==> src/rtl/serial_sub_pkg.sv <==
// Shared types for the bit-serial subtractor: FSM state encoding and counter sizing.
package serial_sub_pkg;

    typedef enum logic [1:0] {
        IDLE = 2'b00,
        RUN  = 2'b01,
        DONE = 2'b10
    } state_e;

    // Bit counter must index 0..width-1; never narrower than one bit.
    function automatic int cnt_width(input int width);
        return (width > 2) ? $clog2(width) : 1;
    endfunction

endpackage

==> src/rtl/full_subtractor.sv <==
// Single-bit full subtractor cell: d = a - b - bin with borrow-out.
module full_subtractor (
    input  logic a,
    input  logic b,
    input  logic bin,
    output logic d,
    output logic bout
);

    assign d    = a ^ b ^ bin;
    assign bout = (~a & b) | (~(a ^ b) & bin);

endmodule

==> src/rtl/serial_subtractor.sv <==
// Bit-serial WIDTH-bit subtractor (diff = a - b - bin), LSB first, start/busy/done handshake.
// Optional signed-overflow output enabled by defining SERIAL_SUB_OVF_EN.
module serial_subtractor
    import serial_sub_pkg::*;
#(
    parameter int WIDTH = 8
) (
    input  logic             clk,
    input  logic             rst,
    input  logic             start,
    input  logic [WIDTH-1:0] a,
    input  logic [WIDTH-1:0] b,
    input  logic             bin,
    output logic             busy,
    output logic             done,
    output logic [WIDTH-1:0] diff,
    output logic             bout
`ifdef SERIAL_SUB_OVF_EN
    ,
    output logic             ovf
`endif
);

    localparam int            CW       = cnt_width(WIDTH);
    localparam logic [CW-1:0] LAST_CNT = CW'(WIDTH - 1);
    localparam logic [CW-1:0] CNT_ONE  = CW'(1);

    state_e           state_r;
    state_e           state_nxt_s;
    logic [CW-1:0]    cnt_r;
    logic [WIDTH-1:0] a_sh_r;
    logic [WIDTH-1:0] b_sh_r;
    logic             br_r;
    logic [WIDTH-2:0] work_r;
    logic [WIDTH-1:0] work_nxt_s;
    logic             d_s;
    logic             bnext_s;
    logic             load_s;
    logic             last_s;
    logic             busy_r;
    logic             done_r;
    logic [WIDTH-1:0] diff_r;
    logic             bout_r;

    full_subtractor u_cell (
        .a    (a_sh_r[0]),
        .b    (b_sh_r[0]),
        .bin  (br_r),
        .d    (d_s),
        .bout (bnext_s)
    );

    // Load/finish strobes and the working register with the new bit prepended at the MSB.
    always_comb begin
        load_s     = (state_r == IDLE) && start;
        last_s     = (state_r == RUN) && (cnt_r == LAST_CNT);
        work_nxt_s = {d_s, work_r};
    end

    // Next-state logic.
    always_comb begin
        state_nxt_s = state_r;
        case (state_r)
            IDLE: begin
                if (start) state_nxt_s = RUN;
                else       state_nxt_s = IDLE;
            end
            RUN: begin
                if (cnt_r == LAST_CNT) state_nxt_s = DONE;
                else                   state_nxt_s = RUN;
            end
            DONE:    state_nxt_s = IDLE;
            default: state_nxt_s = IDLE;
        endcase
    end

    // State register.
    always_ff @(posedge clk) begin
        if (rst) state_r <= IDLE;
        else     state_r <= state_nxt_s;
    end

    // Datapath: operand shifters, borrow, bit counter, result and handshake registers.
    always_ff @(posedge clk) begin
        if (rst) begin
            cnt_r  <= '0;
            a_sh_r <= '0;
            b_sh_r <= '0;
            br_r   <= 1'b0;
            work_r <= '0;
            busy_r <= 1'b0;
            done_r <= 1'b0;
            diff_r <= '0;
            bout_r <= 1'b0;
        end else begin
            busy_r <= (state_nxt_s != IDLE);
            done_r <= (state_nxt_s == DONE);
            case (state_r)
                IDLE: begin
                    if (load_s) begin
                        a_sh_r <= a;
                        b_sh_r <= b;
                        br_r   <= bin;
                        cnt_r  <= '0;
                    end
                end
                RUN: begin
                    a_sh_r <= {1'b0, a_sh_r[WIDTH-1:1]};
                    b_sh_r <= {1'b0, b_sh_r[WIDTH-1:1]};
                    br_r   <= bnext_s;
                    work_r <= work_nxt_s[WIDTH-1:1];
                    if (last_s) begin
                        // Clear rather than wrap so the count stays in range between operations.
                        cnt_r  <= '0;
                        diff_r <= work_nxt_s;
                        bout_r <= bnext_s;
                    end else begin
                        cnt_r  <= cnt_r + CNT_ONE;
                    end
                end
                DONE: begin
                end
                default: begin
                end
            endcase
        end
    end

`ifdef SERIAL_SUB_OVF_EN
    logic sa_r;
    logic sb_r;
    logic ovf_r;

    // Operand sign capture and signed-overflow result, updated only when a result completes.
    always_ff @(posedge clk) begin
        if (rst) begin
            sa_r  <= 1'b0;
            sb_r  <= 1'b0;
            ovf_r <= 1'b0;
        end else begin
            if (load_s) begin
                sa_r <= a[WIDTH-1];
                sb_r <= b[WIDTH-1];
            end
            if (last_s) begin
                ovf_r <= (sa_r != sb_r) && (d_s != sa_r);
            end
        end
    end

    assign ovf = ovf_r;
`endif

    assign busy = busy_r;
    assign done = done_r;
    assign diff = diff_r;
    assign bout = bout_r;

endmodule

==> config.mk <==
export PLATFORM = sky130hd
export DESIGN_NAME = serial_subtractor
export DESIGN_NICKNAME = d
export VERILOG_FILES = /design/src/rtl/serial_sub_pkg.sv /design/src/rtl/full_subtractor.sv /design/src/rtl/serial_subtractor.sv
export SDC_FILE = /design/constraint.sdc
export NUM_CORES = 1
export LEC_CHECK = 0
export CORE_UTILIZATION = 55
export DETAILED_ROUTE_END_ITERATION = 10
export PLACE_DENSITY = 0.82
export SLEW_MARGIN = 30
export SYNTH_ARGS = -nofsm -noshare
export SYNTH_HDL_FRONTEND = slang
export SYNTH_SLANG_ARGS = --single-unit
==> constraint.sdc <==
create_clock -name clk -period 2.8 [get_ports clk]
set_input_delay 0.28 -clock clk [delete_from_list [all_inputs] [get_ports clk]]
set_output_delay 0.28 -clock clk [all_outputs]
set_load 0.1 [all_outputs]
==> metrics.txt <==
Hold Crit Depth 2; PortBufs 30; Final Instance Area 0.001997 mm2; Detail Placement HPWL 2109 um; worst slew pin tran 711.9 ps; Syn Area/Cell 9.600 um2; CP endpoint kind flop; Buf/Inv on CP 2; Rows 19; total congestion overflow 0; mux contribution to synthesized area 0.08837; CTS tree done; Primary FF master, synth dfxtp_1; Cell Pwr Density 568.9 mW/mm2; async set-reset flop share out of synthesis 0; DRT iter0 DRCs between 50 and 60; post-synthesis xor/xnor area fraction 0; Crit. path cell count 5; failing checks design-rule violations; clk_lat worst skew 350 ps; post-CTS resize count 0; CP Launch Type flop; # setup viols final 0; Synth top area share 0.4713; setup_tns 0 ps; FMAX 602.9 MHz; worst path cell trace buf_4 > o21ba_1 > buf_4 > nor2_1 > a211oi_1; antenna cells 0; number of enable flip-flop cells after synthesis 0; Clock Sink Count 40; Setup CP Type reg2reg; Seq/Total Area, Yosys 0.4713; RSZ-0062 raised after global routing false; Syn Nets 200; starting density of the core 0.5956; Fill cells 243; status finished, violations left; most used cell, CP buf_4; Hold Buf Count CTS 0; RePlAce Congestion ~0.72; postcts setup bufs 0; Worst R2R Path Depth 5; synthesized area 0.001699 mm2; worst r2r src state_r[0]; clock buffer depth 2; Die ar. 0.003315 mm2; clk_skew approximately 18 ps; vias in the first global route between 1000 and 1500; WL/cell 12.44 um; largest net degree at the start of global routing 29; max-slew violations 0; Worst Hold Path EP diff[5]; Max FO, Critical Path 28; Clock Root Buffer clkbuf_4; Leak Pwr about 0.77 nW; final wirelength 2923 um; DR vias/cell between 5 and 6; Mapped Cells 177; relative slew slack 0.5239; Max-cap violations 0; synthesized-area fraction occupied by and/or/nand/nor cells 0.1686; Placed Area 0.001912 mm2; initial antenna violation count 0; GRT Resource Usage Total 0.1984; maximum VDD drop 0.3804 mV; Yosys reg bits 40; min Tclk post-route around 1700 ps; core area 0.002853 mm2; worst reg2reg path endpoint b_sh_r[6]; flop2flop setup slack 1140 ps; 1st-pass router iterations 7; share of post-route cells with drive strength above 1 0.1716; top cells by area, synth dfxtp_1 47%, mux2i_1 8.8%, nand2_1 6.8%; adder-cell share of the synthesized area 0.02651; Yosys warnings 0; crit share post-route 0.5924; Yosys top cell by area dfxtp_1; die width 57.58 um; HP Class reg2reg; CP required 3040 ps; # IOs 31; CP top delay family buffers and inverters; nets approximately 230; hold path startpoint diff[5]; worst path arrival time ~1900 ps; CP max stage delay 440 ps; DRC viols 1; via count between 1000 and 1500; Reg clk slew, reported paths 120 ps; Yosys cell types 30; CTS Buf Count 5; slowest CP cell dfxtp_1; antenna-violating nets left 0; largest family of logic cells by synthesized area simple AND/OR/NAND/NOR gates; compound-gate portion of the synthesized area 0.1672; Die Ht 57.58 um; final hold violations 0; CTS HTree Levels 2; global-route wire length before repair slightly above 5000 um; synth-to-layout area growth 17.53%
-- worst min-delay path, stage by stage (launching register included) --
cell	delay [ps]
dfxtp_1	330
nand2_1	50
a21oi_1	50
-- state kept, by name, summed over array words and instances, names as in the netlist --
| name | count |
|---|---|
| done | 1 |
| b_sh_r | 8 |
| diff | 8 |
| busy | 1 |
| cnt_r | 3 |
| state_r | 2 |
| work_r | 7 |
| br_r | 1 |
| a_sh_r | 8 |
| bout | 1 |
-- per-stage QoR --
step,hold WS [ps],instances,power [mW],worst slack [ps],utilization
final,467.9,235,1.136,1141,0.7000
after CTS,465.1,235,1.146,1110,0.7000
after global placement,445.7,227,0.7615,1011,0.6702
after global routing,479.5,235,1.181,965.1,0.7000
after floorplan,368.6,177,0.7341,1475,-
after detailed placement,447.2,227,0.7687,978.2,0.6702
-- cell usage after synthesis (2+ instances only) --
library cell  instances
dfxtp_1              40
nor2_2                6
buf_2                 3
nand2_1              31
a21oi_1              17
a211oi_1              9
mux2i_1              15
ha_1                  2
inv_1                 3
nor3_1                2
buf_1                 2
a22oi_1               3
buf_6                 6
a211oi_2              6
nor2_1               17
-- routing by layer --
layer / up-vias / GRT usage / share of wire
li1: 657 / - / -
met1: 607 / 0.2349 / 0.44
met2: 24 / 0.3422 / 0.50
met3: 5 / 0.04762 / 0.044
met4: 0 / 0.08362 / 0.015
met5: - / 0 / 0
-- cell type report --
cell class / count / area, um2 / share of cell area
flip-flops and latches: 40 / 800.8 / 0.4010
multi-input cells: 120 / 765.7 / 0.3835
clock inverters: 3 / 47.55 / 0.02381
repair buffers: 33 / 295.3 / 0.1479
inverters: 3 / 11.26 / 0.005639
clock buffers: 5 / 37.54 / 0.01880
well taps: 31 / 38.79 / 0.01942
-- power breakdown --
part           leakage (nW)  switching (mW)  internal (mW)
registers             0.327          0.0163          0.596
logic                 0.394          0.0726         0.0688
clock network        0.0454           0.191          0.191
-- worst max-delay path by stage --
stage | start | end
finish | state_r[0] | b_sh_r[6]
floorplan | bout | bout
global route | state_r[0] | b_sh_r[3]
CTS | state_r[0] | b_sh_r[6]
global placement | rst | b_sh_r[0]
detailed placement | rst | b_sh_r[0]
-- cell families (layout without fill, tap and decap cells) --
family	Yosys count	in the layout
flops	40	40
compound gates	39	39
mux	15	15
buf+inv	17	44
simple gates	63	63
fa+ha+maj	3	3
-- placed cells by master, fill, tap and decap left out --
cell / n
dfxtp_1: 40
nand2b_4: 1
or3_1: 1
a32oi_1: 1
fa_1: 1
nor4b_1: 1
nor3b_1: 1
o21ba_1: 1
nor2_2: 6
ha_1: 2
inv_1: 3
bufinv_16: 1
a211oi_2: 6
a22oi_1: 3
clkinv_4: 2
o21bai_1: 1
mux2i_1: 15
nor2_1: 17
clkdlybuf4s50_1: 19
a21oi_1: 17
clkbuf_4: 5
a211oi_1: 9
buf_4: 14
nand2_1: 31
and3b_1: 1
nor3_1: 2
o21a_1: 1
nand3b_1: 1
nor2b_1: 1
Note: power is estimated with default switching activity, not from simulation.
